--- config.mk ---
export PLATFORM = sky130hd
export DESIGN_NAME = reg_file_2r1w
export DESIGN_NICKNAME = d
export VERILOG_FILES = /design/src/rtl/reg_file_2r1w.sv
export SDC_FILE = /design/constraint.sdc
export NUM_CORES = 1
export LEC_CHECK = 0
export ABC_AREA = 0
export BUFFER_PORTS_ARGS = -buffer_cell sky130_fd_sc_hd__buf_4
export CAP_MARGIN = 10
export CORE_MARGIN = 2
export CORE_UTILIZATION = 40
export CTS_BUF_LIST = sky130_fd_sc_hd__clkbuf_8
export CTS_CLUSTER_DIAMETER = 30
export DETAILED_ROUTE_END_ITERATION = 16
export PLACE_DENSITY = 0.57
export SLEW_MARGIN = 15
export SYNTH_ARGS = -nofsm -noshare
export SYNTH_HDL_FRONTEND = slang
export SYNTH_SLANG_ARGS = --single-unit
--- constraint.sdc ---
create_clock -name clk -period 1.8 [get_ports clk]
set_clock_uncertainty 0.05 [all_clocks]
set_input_delay 0.18 -clock clk [delete_from_list [all_inputs] [get_ports clk]]
set_output_delay 0.18 -clock clk [all_outputs]
set_load 0.02 [all_outputs]
--- src/rtl/reg_file_2r1w.sv ---
// reg_file_2r1w: 2-read 1-write byte-enable register file with clear engine; define REG_FILE_BYPASS_EN for write-to-read forwarding
module reg_file_2r1w #(
  parameter int ADDR_WIDTH = 3,
  parameter int DATA_WIDTH = 8,
  parameter int BYTE_WIDTH = 8
) (
  input  logic                             clk,
  input  logic                             rst_n,
  input  logic                             w_en,
  input  logic [ADDR_WIDTH-1:0]            w_addr,
  input  logic [DATA_WIDTH-1:0]            w_data,
  input  logic [DATA_WIDTH/BYTE_WIDTH-1:0] w_be,
  input  logic [ADDR_WIDTH-1:0]            r_addr_a,
  output logic [DATA_WIDTH-1:0]            r_data_a,
  input  logic [ADDR_WIDTH-1:0]            r_addr_b,
  output logic [DATA_WIDTH-1:0]            r_data_b,
  input  logic                             clr_req,
  output logic                             busy,
  output logic                             wr_drop
);
  localparam int D = 2 ** ADDR_WIDTH;
  localparam int NB = DATA_WIDTH / BYTE_WIDTH;
  typedef enum logic {IDLE, CLEAR} state_e;
  state_e                  state_q, state_d;
  logic [ADDR_WIDTH-1:0]   clr_ptr_q, clr_ptr_d;
  logic                    wr_drop_q, wr_drop_d;
  logic [DATA_WIDTH-1:0]   mem_q [D];
  logic [DATA_WIDTH-1:0]   mem_d [D];
  logic [DATA_WIDTH-1:0]   rd_a, rd_b;
  // next state: clear sweep one entry per edge, lane-masked writes only when idle
  always_comb begin
    state_d   = state_q;
    clr_ptr_d = clr_ptr_q;
    wr_drop_d = 1'b0;
    mem_d     = mem_q;
    if (state_q == CLEAR) begin
      mem_d[clr_ptr_q] = '0;
      clr_ptr_d        = clr_ptr_q + 1'b1;
      wr_drop_d        = w_en;
      if (clr_ptr_q == ADDR_WIDTH'(D - 1)) state_d = IDLE;
    end else begin
      if (w_en)
        for (int i = 0; i < NB; i++)
          if (w_be[i]) mem_d[w_addr][i*BYTE_WIDTH +: BYTE_WIDTH] = w_data[i*BYTE_WIDTH +: BYTE_WIDTH];
      if (clr_req) begin
        state_d   = CLEAR;
        clr_ptr_d = '0;
      end
    end
  end
  // control state: reset always restarts a full sweep from entry 0
  always_ff @(posedge clk or negedge rst_n) begin
    if (!rst_n) begin
      state_q   <= CLEAR;
      clr_ptr_q <= '0;
      wr_drop_q <= 1'b0;
    end else begin
      state_q   <= state_d;
      clr_ptr_q <= clr_ptr_d;
      wr_drop_q <= wr_drop_d;
    end
  end
  // storage is left unreset; the clear engine initialises it
  always_ff @(posedge clk) begin
    mem_q <= mem_d;
  end
  // combinational reads, forced to zero while the sweep runs
  always_comb begin
    rd_a = mem_q[r_addr_a];
    rd_b = mem_q[r_addr_b];
`ifdef REG_FILE_BYPASS_EN
    for (int i = 0; i < NB; i++) begin
      if (w_en && state_q == IDLE && w_be[i] && w_addr == r_addr_a)
        rd_a[i*BYTE_WIDTH +: BYTE_WIDTH] = w_data[i*BYTE_WIDTH +: BYTE_WIDTH];
      if (w_en && state_q == IDLE && w_be[i] && w_addr == r_addr_b)
        rd_b[i*BYTE_WIDTH +: BYTE_WIDTH] = w_data[i*BYTE_WIDTH +: BYTE_WIDTH];
    end
`endif
    r_data_a = (state_q == CLEAR) ? '0 : rd_a;
    r_data_b = (state_q == CLEAR) ? '0 : rd_b;
  end
  assign busy    = (state_q == CLEAR);
  assign wr_drop = wr_drop_q;
endmodule
==> impl_results.md <==
- Synth unique cells: 32
- Critical path class: flop to output pin
- Final setup fails: 16
- WP data arrival: 1.71 ns
- Switching Share: 37.1%
- Worst r2r path cells: 4
- DRC viols: 0
- Average wire per standard cell: 22.5 um
- Flop pwr share: 41.4%
- Pins Over Slew Limit: 0
- Synth cell count leaders: 64 x a22o_1, 64 x edfxtp_1, 32 x mux4_1, 18 x nor2_1, 16 x mux2i_1
- CTS Sinks: 69
- Top post-synthesis cells by area: edfxtp_1 45%, mux4_1 20%, a22o_1 13%
- Fmax: 514 MHz
- Initial antenna violation count: 0
- Leakage dissipation: 2.08 nW
- Largest net degree at the start of global routing: 15
- Core ar.: 10400 um^2
- Largest area contributor in the netlist: edfxtp_1
- Number of flops mapped to enable cells by yosys: 64
- Avg Cell Area, Syn: 15.1 um^2
- Clk buf depth: 2
- Final Hold Viols: 0
- Die W: 107 um
- Top FF cell, synth: edfxtp_1
- Final hold slack: 0.0924 ns
- Yosys warnings: 0
- Worst slew margin: 43.9%
- Top Ports: 40
- Worst hold path cell count: 2
- Worst setup SP type: flop
- VDD IR max: 854 uV
- CP Max Fanout: 3
- Global route total overflow: 0
- Final period utilization: 108%
- Sequential share of the synthesized area: 47.9%
- Pwr Density: 1620 nW/um^2
- Routed vias: 3021
- Ant. Diodes: 0
- Area Overhead vs Synth: 18.7%
- RSZ-0062 raised after global routing: true
- Hold/Removal Path Class: input port to flop
- Cell Area, Placed: 4760 um^2
- Syn Nets: 308
- Final core utilization: 48.9%
- Nets: 382
- P_int: 5.17 mW
- Die area: 11500 um^2
- Row cnt: 37
- Clk pwr share: 12.9%
- Number of port buffers: 39
- Post-Syn Instances: 284
- Vias in the first global route: 3049
- Yosys top cell area share: 44.9%
- Worst r2r src: busy
- Via/cell ratio: 6.05
- Max Cap Violations: 0
- Worst Max-Slew Pin Slew: 0.839 ns
- Crit path capture type: output pin
- R2R Setup Slk: 0.11 ns
- Psw: 3.05 mW
- CTS tree: built
- Global-route wire length before repair: 17500 um
- Post-DP HPWL: 8180 um
- Asr flop ratio synth: 7.25%
- Reg clk slew, reported paths: 0.07 ns
- Hold_sp: w_en
- Fin crit period: 1.94 ns
- Routed Antenna Nets: 0
- Worst hold path endpoint: wr_drop
- Status: finished, violations left
- Combinational share of power: 45.7%
- Root buffer cell: clkbuf_8
- Setup ws final: -0.144 ns
- Die H: 107 um
- GRT Util Overall: 20.5%
- Crit path required time: 1.57 ns
- DRT iter0 DRCs: 197
- Failing checks: negative setup slack
- H-tree depth: 3
- Starting density of the core: 41.2%
- Netlist Area Pre-Place: 4280 um^2
- CTS buffer count: 9
- Setup TNS: -1.43 ns
- Post-route cell area: 5070 um^2
- Pre-antenna DRT Iters: 5
- Worst-Skew Late Latency: 0.34 ns
- Yosys reg bits: 69
- Layout cells sized above 1: 41.3%
- Routed WL: 11200 um
- Worst r2r dst: mem_q[15]
- GP Congestion: 0.777
[stage by stage]
step	cells	worst slack [ns]	total power, mW
5_1_grt	499	-0.206	8.66
3_5_place_dp	451	0.0593	6.69
2_1_floorplan	284	0.147	5.54
3_3_place_gp	451	0.0659	6.61
4_1_cts	495	-0.146	8.20
6_report	499	-0.144	8.22
[worst max-delay path by stage]
stage                          from     endpoint  depth (start not counted)
after floorplan                busy    mem_q[24]                          4
after global placement         busy    mem_q[53]                          2
after detailed placement       busy    mem_q[61]                          3
after CTS                 mem_q[25]  r_data_a[1]                          4
after global routing      mem_q[27]  r_data_a[3]                          4
final                     mem_q[25]  r_data_a[1]                          4
[worst max-delay path, stage by stage, from the launching register on]
cell and delay (ns):
edfxtp_1 0.43, mux4_2 0.50, mux2i_2 0.22, nor2_1 0.07, buf_4 0.16
[per-layer routing]
metal  vias up  share of wire, %  GRT usage, %
li1       1323                 -             -
met1      1562                42          27.3
met2       121                50          34.6
met3        15               6.5          3.63
met4         0               1.3          5.40
met5         -                 0             0
[power groups by stage]
stage | Clock [mW] | Combinational (mW) | Sequential, mW
CTS | 1.08 | 3.71 | 3.40
finish | 1.06 | 3.76 | 3.40
detailed placement | 0 | 3.24 | 3.44
global placement | 0 | 3.18 | 3.42
global route | 1.14 | 4.04 | 3.48
floorplan | 0 | 2.36 | 3.18
[sequential cells by signal, indices dropped and copies added (netlist names)]
register and cells:
busy 1, clr_ptr_q 3, mem_q 64, wr_drop 1
[timing repair]
item / 4_1_cts / 5_1_grt
setup buffers: 26 / 4
endpoints found under the setup margin: 16 / 18
hold buffers: 2 / 0
hold endpoints to repair: 7 / 0
resized for setup: 30 / 2
[cell families (layout without fill, tap and decap cells)]
| kind of cell | Yosys count | in the layout | share of synthesized area [%] |
|---|---|---|---|
| simple gates | 54 | 54 | 6.76 |
| flops | 69 | 69 | 47.9 |
| buf+inv | 35 | 114 | 4.86 |
| mux | 48 | 48 | 23.4 |
| fa+ha+maj | 2 | 2 | 0.585 |
| compound gates | 76 | 76 | 16.5 |
[cell type report]
class | count | area, um^2
Sequential cell | 69 | 2050
Clock inverter | 7 | 32.5
Fill cell | 946 | 5300
Multi-Input combinational cell | 180 | 1940
Clock buffer | 9 | 124
Timing Repair Buffer | 94 | 748
Tap cell | 136 | 170
Inverter | 4 | 15.0
[placed cells by master, fill, tap and decap left out, types with 2 or more instances in the layout]
master	n
nor2_1	18
o31ai_1	2
edfxtp_1	64
a22o_1	64
ha_1	2
and3b_1	2
dlygate4sd3_1	2
a31oi_4	4
nor2b_1	7
inv_2	3
dfrtp_1	4
clkinv_2	2
nor3b_2	3
nand3_1	8
clkinv_1	4
clkbuf_8	9
buf_12	3
mux4_1	5
o31a_1	3
mux2i_1	12
mux4_2	27
nand2_1	10
buf_4	89
mux2i_2	4
Power figures use the tool's default switching activity.
